File: config.mk
export PLATFORM = sky130hd
export DESIGN_NAME = hdc_msg_framer
export DESIGN_NICKNAME = d
export VERILOG_FILES = /design/src/rtl/hdc_pkg.sv /design/src/rtl/hdc_char_fold.sv /design/src/rtl/hdc_msg_framer.sv
export SDC_FILE = /design/constraint.sdc
export NUM_CORES = 2
export LEC_CHECK = 0
export ABC_AREA = 1
export BUFFER_PORTS_ARGS = -buffer_cell sky130_fd_sc_hd__buf_2
export CORE_AREA = 4 4 633 635
export CTS_CLUSTER_SIZE = 28
export DETAILED_ROUTE_END_ITERATION = 6
export DIE_AREA = 0 0 637 639
export HOLD_SLACK_MARGIN = 0.12
export PLACE_DENSITY = 0.33
export REMOVE_ABC_BUFFERS = 1
export SETUP_SLACK_MARGIN = 0.15
export SKIP_LAST_GASP = 1
export SYNTH_ARGS = -nofsm -noshare
export SYNTH_HDL_FRONTEND = slang
export SYNTH_SLANG_ARGS = --single-unit
File: constraint.sdc
create_clock -name clk -period 3.6 [get_ports clk]
set_input_delay 0.54 -clock clk [delete_from_list [all_inputs] [get_ports clk]]
set_output_delay 0.54 -clock clk [all_outputs]
set_load 0.005 [all_outputs]
File: src/rtl/hdc_pkg.sv
// ---------------------------------------------------------------------------
// hdc_pkg
//
// Shared definitions for the HDC spam classifier front end.
//
// Contents:
//   HDC_MAX_LENGTH    default maximum number of characters kept per message
//   HDC_BITS_PER_CHAR default character width
//   HDC_LEN_W         default width of the length field
//                     (2**HDC_LEN_W must exceed HDC_MAX_LENGTH)
//   LABEL_*           class label encoding carried alongside each message
//   framer_state_e    state encoding of the message framer
// ---------------------------------------------------------------------------
package hdc_pkg;

    localparam int HDC_MAX_LENGTH    = 200;
    localparam int HDC_BITS_PER_CHAR = 8;
    localparam int HDC_LEN_W         = 8;

    localparam logic [1:0] LABEL_SPAM    = 2'd0;
    localparam logic [1:0] LABEL_HAM     = 2'd1;
    localparam logic [1:0] LABEL_UNKNOWN = 2'd3;

    typedef enum logic [1:0] {
        IDLE    = 2'd0,
        COLLECT = 2'd1,
        HOLD    = 2'd2
    } framer_state_e;

endpackage

File: src/rtl/hdc_char_fold.sv
// ---------------------------------------------------------------------------
// hdc_char_fold
//
// Combinational character normaliser applied to every byte before the
// framer stores it.
//
// Configuration macro: HDC_MSG_FRAMER_FOLD_EN
//   undefined : characters pass through unchanged.
//   defined   : 'A'..'Z' become lowercase, 'a'..'z' and '0'..'9' pass
//               through, every other byte becomes a space (0x20). The
//               classifier maps all of those bytes to token 0 anyway, so
//               folding only makes stored messages canonical.
//
// Ports:
//   char_i  in  BITS_PER_CHAR  raw character
//   char_o  out BITS_PER_CHAR  normalised character
// ---------------------------------------------------------------------------
module hdc_char_fold
    import hdc_pkg::*;
#(
    parameter int BITS_PER_CHAR = HDC_BITS_PER_CHAR
) (
    input  logic [BITS_PER_CHAR-1:0] char_i,
    output logic [BITS_PER_CHAR-1:0] char_o
);

`ifdef HDC_MSG_FRAMER_FOLD_EN
    localparam logic [BITS_PER_CHAR-1:0] C_UPPER_A = BITS_PER_CHAR'(8'h41);
    localparam logic [BITS_PER_CHAR-1:0] C_UPPER_Z = BITS_PER_CHAR'(8'h5A);
    localparam logic [BITS_PER_CHAR-1:0] C_LOWER_A = BITS_PER_CHAR'(8'h61);
    localparam logic [BITS_PER_CHAR-1:0] C_LOWER_Z = BITS_PER_CHAR'(8'h7A);
    localparam logic [BITS_PER_CHAR-1:0] C_DIGIT_0 = BITS_PER_CHAR'(8'h30);
    localparam logic [BITS_PER_CHAR-1:0] C_DIGIT_9 = BITS_PER_CHAR'(8'h39);
    localparam logic [BITS_PER_CHAR-1:0] C_SPACE   = BITS_PER_CHAR'(8'h20);
    localparam logic [BITS_PER_CHAR-1:0] C_CASE    = BITS_PER_CHAR'(8'h20);

    always_comb begin
        char_o = C_SPACE;
        if (char_i >= C_UPPER_A && char_i <= C_UPPER_Z) begin
            // Upper and lower case differ only in bit 5 of ASCII.
            char_o = char_i | C_CASE;
        end else if ((char_i >= C_LOWER_A && char_i <= C_LOWER_Z) ||
                     (char_i >= C_DIGIT_0 && char_i <= C_DIGIT_9)) begin
            char_o = char_i;
        end
    end
`else
    assign char_o = char_i;
`endif

endmodule

File: src/rtl/hdc_msg_framer.sv
// ---------------------------------------------------------------------------
// hdc_msg_framer
//
// Upstream stage of the HDC spam classifier. Collects a byte stream
// delimited by sof/eof into a flat, zero-padded message bus together with
// its byte count and class label, then holds the completed frame under a
// valid/ready handshake until the classifier takes it. Characters beyond
// MAX_LENGTH are dropped and flagged as truncated.
//
// Configuration macro: HDC_MSG_FRAMER_FOLD_EN (see hdc_char_fold); when
// defined, every byte is case-folded / normalised before it is stored.
//
// Ports:
//   clk           in   1                       clock, rising edge
//   reset         in   1                       synchronous, active-low
//   in_valid      in   1                       input byte valid
//   in_ready      out  1                       framer accepts a byte
//   in_data       in   BITS_PER_CHAR           character byte
//   in_sof        in   1                       first byte of a message
//   in_eof        in   1                       last byte of a message
//   in_label      in   2                       label, sampled on sof byte
//   out_valid     out  1                       completed frame available
//   out_ready     in   1                       downstream takes the frame
//   msg           out  MAX_LENGTH*BITS_PER_CHAR char k at msg[k*W +: W]
//   length        out  LEN_W                   stored byte count
//   label         out  2                       latched label
//   truncated     out  1                       frame exceeded MAX_LENGTH
//   protocol_err  out  1                       one-cycle framing-error pulse
//
// Timing: out_valid rises the cycle after the eof byte is accepted;
// protocol_err pulses the cycle after the offending byte is accepted.
// ---------------------------------------------------------------------------
module hdc_msg_framer
    import hdc_pkg::*;
#(
    parameter int MAX_LENGTH    = HDC_MAX_LENGTH,
    parameter int BITS_PER_CHAR = HDC_BITS_PER_CHAR,
    parameter int LEN_W         = HDC_LEN_W
) (
    input  logic                                clk,
    input  logic                                reset,
    input  logic                                in_valid,
    output logic                                in_ready,
    input  logic [BITS_PER_CHAR-1:0]            in_data,
    input  logic                                in_sof,
    input  logic                                in_eof,
    input  logic [1:0]                          in_label,
    output logic                                out_valid,
    input  logic                                out_ready,
    output logic [MAX_LENGTH*BITS_PER_CHAR-1:0] msg,
    output logic [LEN_W-1:0]                    length,
    output logic [1:0]                          label,
    output logic                                truncated,
    output logic                                protocol_err
);

    localparam int                MSG_W     = MAX_LENGTH * BITS_PER_CHAR;
    localparam logic [LEN_W-1:0]  MAX_LEN_L = LEN_W'(MAX_LENGTH);
    localparam logic [LEN_W-1:0]  ONE_L     = LEN_W'(1);

    framer_state_e            state_q, state_d;
    logic [MSG_W-1:0]         msg_q, msg_d;
    logic [LEN_W-1:0]         len_q, len_d;
    logic [1:0]               label_q, label_d;
    logic                     trunc_q, trunc_d;
    logic                     perr_q, perr_d;

    logic [BITS_PER_CHAR-1:0] char_fold;
    logic                     accept;
    logic                     start_frame;
    logic                     append_char;

    hdc_char_fold #(
        .BITS_PER_CHAR (BITS_PER_CHAR)
    ) u_fold (
        .char_i (in_data),
        .char_o (char_fold)
    );

    // The framer is ready in every state except while holding a frame, so
    // acceptance never depends on the incoming byte itself.
    assign in_ready  = (state_q != HOLD);
    assign out_valid = (state_q == HOLD);
    assign accept    = in_valid & in_ready;

    always_ff @(posedge clk) begin
        if (!reset) begin
            state_q <= IDLE;
            msg_q   <= '0;
            len_q   <= '0;
            label_q <= 2'b00;
            trunc_q <= 1'b0;
            perr_q  <= 1'b0;
        end else begin
            state_q <= state_d;
            msg_q   <= msg_d;
            len_q   <= len_d;
            label_q <= label_d;
            trunc_q <= trunc_d;
            perr_q  <= perr_d;
        end
    end

    always_comb begin
        state_d     = state_q;
        msg_d       = msg_q;
        len_d       = len_q;
        label_d     = label_q;
        trunc_d     = trunc_q;
        perr_d      = 1'b0;
        start_frame = 1'b0;
        append_char = 1'b0;

        case (state_q)
            IDLE: begin
                if (accept) begin
                    if (in_sof) begin
                        start_frame = 1'b1;
                    end else begin
                        // Stray byte outside a frame: dropped, flagged.
                        perr_d = 1'b1;
                    end
                end
            end

            COLLECT: begin
                if (accept) begin
                    if (in_sof) begin
                        // A new sof aborts the frame in progress; the new
                        // frame starts cleanly as if from IDLE.
                        perr_d      = 1'b1;
                        start_frame = 1'b1;
                    end else begin
                        if (len_q < MAX_LEN_L) begin
                            append_char = 1'b1;
                        end else begin
                            trunc_d = 1'b1;
                        end
                        if (in_eof) begin
                            state_d = HOLD;
                        end
                    end
                end
            end

            HOLD: begin
                if (out_ready) begin
                    state_d = IDLE;
                end
            end

            default: begin
                state_d = IDLE;
            end
        endcase

        // Clearing the whole buffer on sof is what keeps every byte past
        // length at zero for the classifier.
        if (start_frame) begin
            msg_d                    = '0;
            msg_d[BITS_PER_CHAR-1:0] = char_fold;
            len_d                    = ONE_L;
            label_d                  = in_label;
            trunc_d                  = 1'b0;
            state_d                  = in_eof ? HOLD : COLLECT;
        end

        if (append_char) begin
            msg_d[int'(len_q)*BITS_PER_CHAR +: BITS_PER_CHAR] = char_fold;
            len_d                                             = len_q + ONE_L;
        end
    end

    assign msg          = msg_q;
    assign length       = len_q;
    assign label        = label_q;
    assign truncated    = trunc_q;
    assign protocol_err = perr_q;

endmodule

* Word level (Yosys, flattened, before mapping)
Cells that the tools add are included.
** Word-level totals
- Register bits :: 1614
- Latch bits :: 0
- RAM bits :: 0
- Bits in read-only memories :: 0
- Input port bits :: 16
- Output and inout bits :: 1614
- Memories :: 0
** Operators by class
- Add/sub/neg operators :: 2
- $mul :: 0
- Div/mod/pow operators :: 0
- Order comparisons :: 1
- Eq/ne operators :: 8
- Shifts and indexed selects :: 2
- Mux-type cells :: 22
- Bitwise gates (word level) :: 4
- Reduce and logical (&&, ||, !) cells :: 6
** Operator list (count)
- $mux 1600 :: 2
- $bwmux 1600 :: 1
- $shift 8x33->1600 const A :: 1
- $shiftx 8x33->1600 :: 1
- $neg 11->33 :: 1
- $mux 8 :: 2
- $mux 2 :: 6
- $mux 1 :: 9
- $ne 3x3->1 const B :: 3
- $add 8x1->8 const B :: 1
- $lt 8x8->1 const B :: 1
- $pmux 2 s3 :: 1
- $reduce_and 5->1 :: 1
- $ne 2x2->1 const B :: 2
- $reduce_and 4->1 :: 1
- $reduce_or 2->1 :: 2
- $ne 3x1->1 const B :: 1
- $not 1->1 :: 3
- $eq 2x1->1 const B :: 1
- $eq 2x2->1 const B :: 1
- $logic_not 2->1 :: 1
- $pmux 1 s2 :: 1
- $reduce_bool 2->1 :: 1
- $and 1x1->1 :: 1

* Longest topological paths before layout
- Depth after elaboration :: 7
- Mapped depth :: 18
- Mapped depth without buffers :: 16

* Modules after synthesis
Synthesis repeated with hierarchy kept, for this count alone.
** Unflattened totals
- Cells, all modules :: 10958
- Area total of the unflattened synthesis :: 73576.8 µm²
** Modules (own cells, without submodules)
- hdc_msg_framer :: times used 1, cells an instance 10950, area an instance 73516.8 µm², seq. area each 32311.0 µm²
- hdc_char_fold :: times used 1, cells an instance 8, area an instance 60.1 µm², seq. area each 0.0 µm²

* Worst setup path before layout
No wires, ideal clock.
- Kind :: register to register
- Start point :: register len_q[0], in the netlist length[0]
- End point :: register msg_q[296], in the netlist msg[296]
- Setup time :: 113 ps
- Data arrival time :: 2847 ps
- Path slack :: 640 ps
- Cell stages (with the launch flop) :: 14
- Path buffers :: 4
- Period minus slack after synthesis :: 2960 ps
- Cells stage by stage :: dfxtp_1 buf_4 inv_2 clkbuf_1 ha_1 buf_1 nand4_4 nor3_2 nand3_1 nor2_1 clkbuf_1 o21ai_0 o21ai_1 inv_1
** Between the ends
- Longest elaborated chain between the ends :: 6
** RTL lines
- from (decl) :: RTL line hdc_msg_framer.sv:63 : logic [LEN_W-1:0] len_q, len_d;
- from (signal assigned) :: RTL line hdc_msg_framer.sv:97 : len_q <= len_d;
- branches (longest 5 deep; another with $neg 11->33)
- $mux 1600 (*) :: RTL line hdc_msg_framer.sv:168 : if (append_char) begin
- to (signal assigned) :: RTL line hdc_msg_framer.sv:96 : msg_q <= msg_d;
- to (decl) :: RTL line hdc_msg_framer.sv:62 : logic [MSG_W-1:0] msg_q, msg_d;
Every way passes the cells marked *.
A chain may end at the register's enable or synchronous reset.

* Worst setup path in the final report
- Start point :: register len_q[1], in the netlist length[1]
- End point :: register msg_q[849], in the netlist msg[849]
The elaborated chain is that of the path after synthesis.

==> flow_summary.ini <==
[status]
outcome = complete, no violations

[hold_path]
hold_start = in_data[5]
min_delay_path_depth = 5
hold_end = msg[621]
hold_path.class = input port to flip-flop

[sta]
hold_viol_final = 0
setup_viol = 0
worst_pin_slew_ns = 1.02
worst_hold_slack_ns = 0.277
finalClockSkew_ns = 0.0509
timing.slew.headroom_pct = 31.7
finalCritPeriodShare_pct = 92.6
period_minus_slack_ns = 3.33
rsz0062_at_grt = true
finalSetupTns_ns = 0
max_freq_mhz = 300
slew_viol_final = 0

[pwr]
p_leak_nw = 44.5
powerDensity_nw_per_um2 = 437
peakVddDrop_mv = 0.352
p_total_mw = 42.5

[routing]
drc = 0
via_per_inst = 4.51
first_pass_iters = 6
num_vias = 80995
drt-initial-drc-count = 6161
wirelength_um = 511000
final_antenna_net_count = 0
wl_per_cell_um = 28.4

[worst_setup_path]
slowest_delay_ns = 0.44
reg2reg_to = msg[849]
worst-path-max-fanout = 9
worst_path_most_repeated_cell = inv_1
worstSetupStartpointType = flip-flop
cp_cell_sequence = inv_1, ha_1, inv_2, nor2_2, buf_4, inv_1, nor3_4, buf_4, nand4_1, nor2_1, nand2_1, nand3_1, nand2_1, inv_1
slowest_stage = nand4_1
crit_arrival_ns = 4.17
critPathRequiredTime_ns = 4.44
rr_startpoint = length[1]
crit_type = flip-flop to flip-flop
endpoint_kind = flip-flop
crit_family = simple AND/OR/NAND/NOR gates
r2r_slack_ns = 0.27
cp.buffers_inverters = 6
rr_worst_depth = 14

[synth]
syn_area_um2 = 73100
synth_warnings = 0
postSynthCellCount = 10918
synth-seq-cells = 1614
netlist-cell-type-count = 49
synth_seq_area_share_pct = 44.2
avgSynthCellArea_um2 = 6.69

[clocking]
cts-htree-levels = 4
worstSkewPairLatency_ns = 0.92
cts.sinks = 1614
clockBufferDepth = 4
cts_tree = yes
cts_buffers = 210
cts_root_buf = clkbuf_16
clkSlewWorstSetupHoldPaths_ns = 0.07

[floorplan]
rows = 231
dieArea_um2 = 407000
die_h_um = 639
core-area_um2 = 395000
ios = 1630
start_util_pct = 18.5
die_x_um = 637

[grt]
grtUsageTotal_pct = 23.9
grt_remaining_overflow = 0
grt_max_degree = 121
grt_pass1_wl_um = 688000
antenna_found_initial = 28
grt_pass1_vias = 78356

[place]
place.gp.congestion = 0.880
portBuffers = 1629
hpwl_um = 392000

[flow_run]
drv_cap = 0

[finish]
drive_above_1_share_pct = 21.2
layout_common_cells = 2788 x nand2_1, 1628 x buf_2, 1614 x dfxtp_1, 1505 x a21oi_1, 1145 x nand3_1
final_common_cell = nand2_1
area_delta_synth_final_pct = 33.1
fin_nets = 12562
-- repair_timing --
item | CTS | global route
hold buffers | 14 | 0
resized for setup | 6 | 56
endpoints found under the setup margin | 35 | 331
pin swaps | 2 | 5
buffers inserted | 5 | 5
endpoints found under the hold margin | 32 | 0
-- synthesized netlist by cell type (all sizes together) --
library cell / n / area [µm²]
buf: 200 / 876
o21ai: 858 / 4310
nand3: 1152 / 5790
clkinv: 5 / 18.8
o31ai: 16 / 120
nand3b: 4 / 30.0
o21bai: 7 / 52.6
ha: 3 / 37.5
o311a: 11 / 110
nand4: 61 / 412
a32oi: 2 / 17.5
o22ai: 1 / 6.26
o2111ai: 2 / 17.5
nand2: 2819 / 10600
inv: 1063 / 3990
and2: 1 / 6.26
o211ai: 4 / 30.0
clkbuf: 538 / 2020
xor2: 2 / 25.0
a21oi: 1505 / 7530
a21bo: 2 / 20.0
a21o: 1 / 7.51
or2: 3 / 18.8
nor2: 858 / 3470
and3: 7 / 43.8
dfxtp: 1614 / 32300
a211oi: 86 / 646
a31oi: 4 / 25.0
nor4: 6 / 73.8
nor3: 80 / 455
o21a: 2 / 15.0
a221oi: 1 / 8.76
-- how the worst max path moves through the flow --
| stage | depth (start not counted) | start | endpoint | slack, ns |
|---|---|---|---|---|
| CTS | 14 | length[1] | msg[1317] | 0.13 |
| finish | 14 | length[1] | msg[849] | 0.27 |
| detailed placement | 10 | length[2] | msg[512] | 0.007 |
| global route | 13 | length[2] | msg[931] | 0.11 |
| floorplan | 8 | in_sof | length[3] | -18.29 |
| global placement | 10 | length[2] | msg[512] | 0.05 |
-- cell type report --
class | count | area (µm²)
Antenna cell | 12 | 30.0
Fill cell | 44796 | 298000
Multi-Input combinational cell | 7498 | 34200
Tap cell | 5242 | 6560
Clock buffer | 323 | 6260
Timing Repair Buffer | 2151 | 13200
Clock inverter | 56 | 692
Inverter | 1068 | 4090
Sequential cell | 1614 | 32300
-- cells by family after synthesis --
logic type | synth area share, %
compound gates | 17.7
buf+inv | 9.45
xor+xnor | 0.0342
simple gates | 28.6
flops | 44.2
fa+ha+maj | 0.0514
-- per-layer routing --
layer | wire length, µm | part of all wire (%) | vias to the layer above | GRT usage [%]
met5 | 13 | 0.0025 | - | 0
met3 | 27600 | 5.4 | 484 | 4.35
met2 | 252000 | 49 | 2415 | 42.4
li1 | - | - | 38908 | -
met4 | 20100 | 3.9 | 2 | 8.19
met1 | 211000 | 41 | 39186 | 28.9
-- power by group --
| part | leakage [nW] | total [mW] | internal [mW] | switching, mW |
|---|---|---|---|---|
| registers | 13.0 | 17.9 | 17.9 | 0.0246 |
| clock network | 3.42 | 22.0 | 12.7 | 9.27 |
| logic | 28.1 | 2.59 | 0.484 | 2.11 |
| total | 44.5 | 42.5 | 31.1 | 11.4 |
-- through the flow --
stage / instances / cell area [µm²] / worst slack [ns] / util [%]
finish: 17964 / 97300 / 0.268 / 24.6
global route: 17953 / 97300 / 0.106 / 24.6
CTS: 17947 / 97000 / 0.129 / 24.6
detailed placement: 17549 / 89900 / 0.00718 / 22.7
global placement: 17549 / 89900 / 0.0514 / 22.7
floorplan: 10180 / 70200 / -18.29 / -
-- flip-flops by register name, summed over array words and instances, names as in the netlist --
signal / count
msg: 1600
label: 2
length: 8
state_q: 2
protocol_err: 1
truncated: 1
-- worst register-to-register path, stage by stage (launching register included) --
cell	delay, ns
dfxtp_1	0.41
inv_1	0.08
ha_1	0.37
inv_2	0.06
nor2_2	0.17
buf_4	0.22
inv_1	0.10
nor3_4	0.33
buf_4	0.32
nand4_1	0.47
nor2_1	0.45
nand2_1	0.12
nand3_1	0.10
nand2_1	0.06
inv_1	0.04
Power figures use the tool's default switching activity.
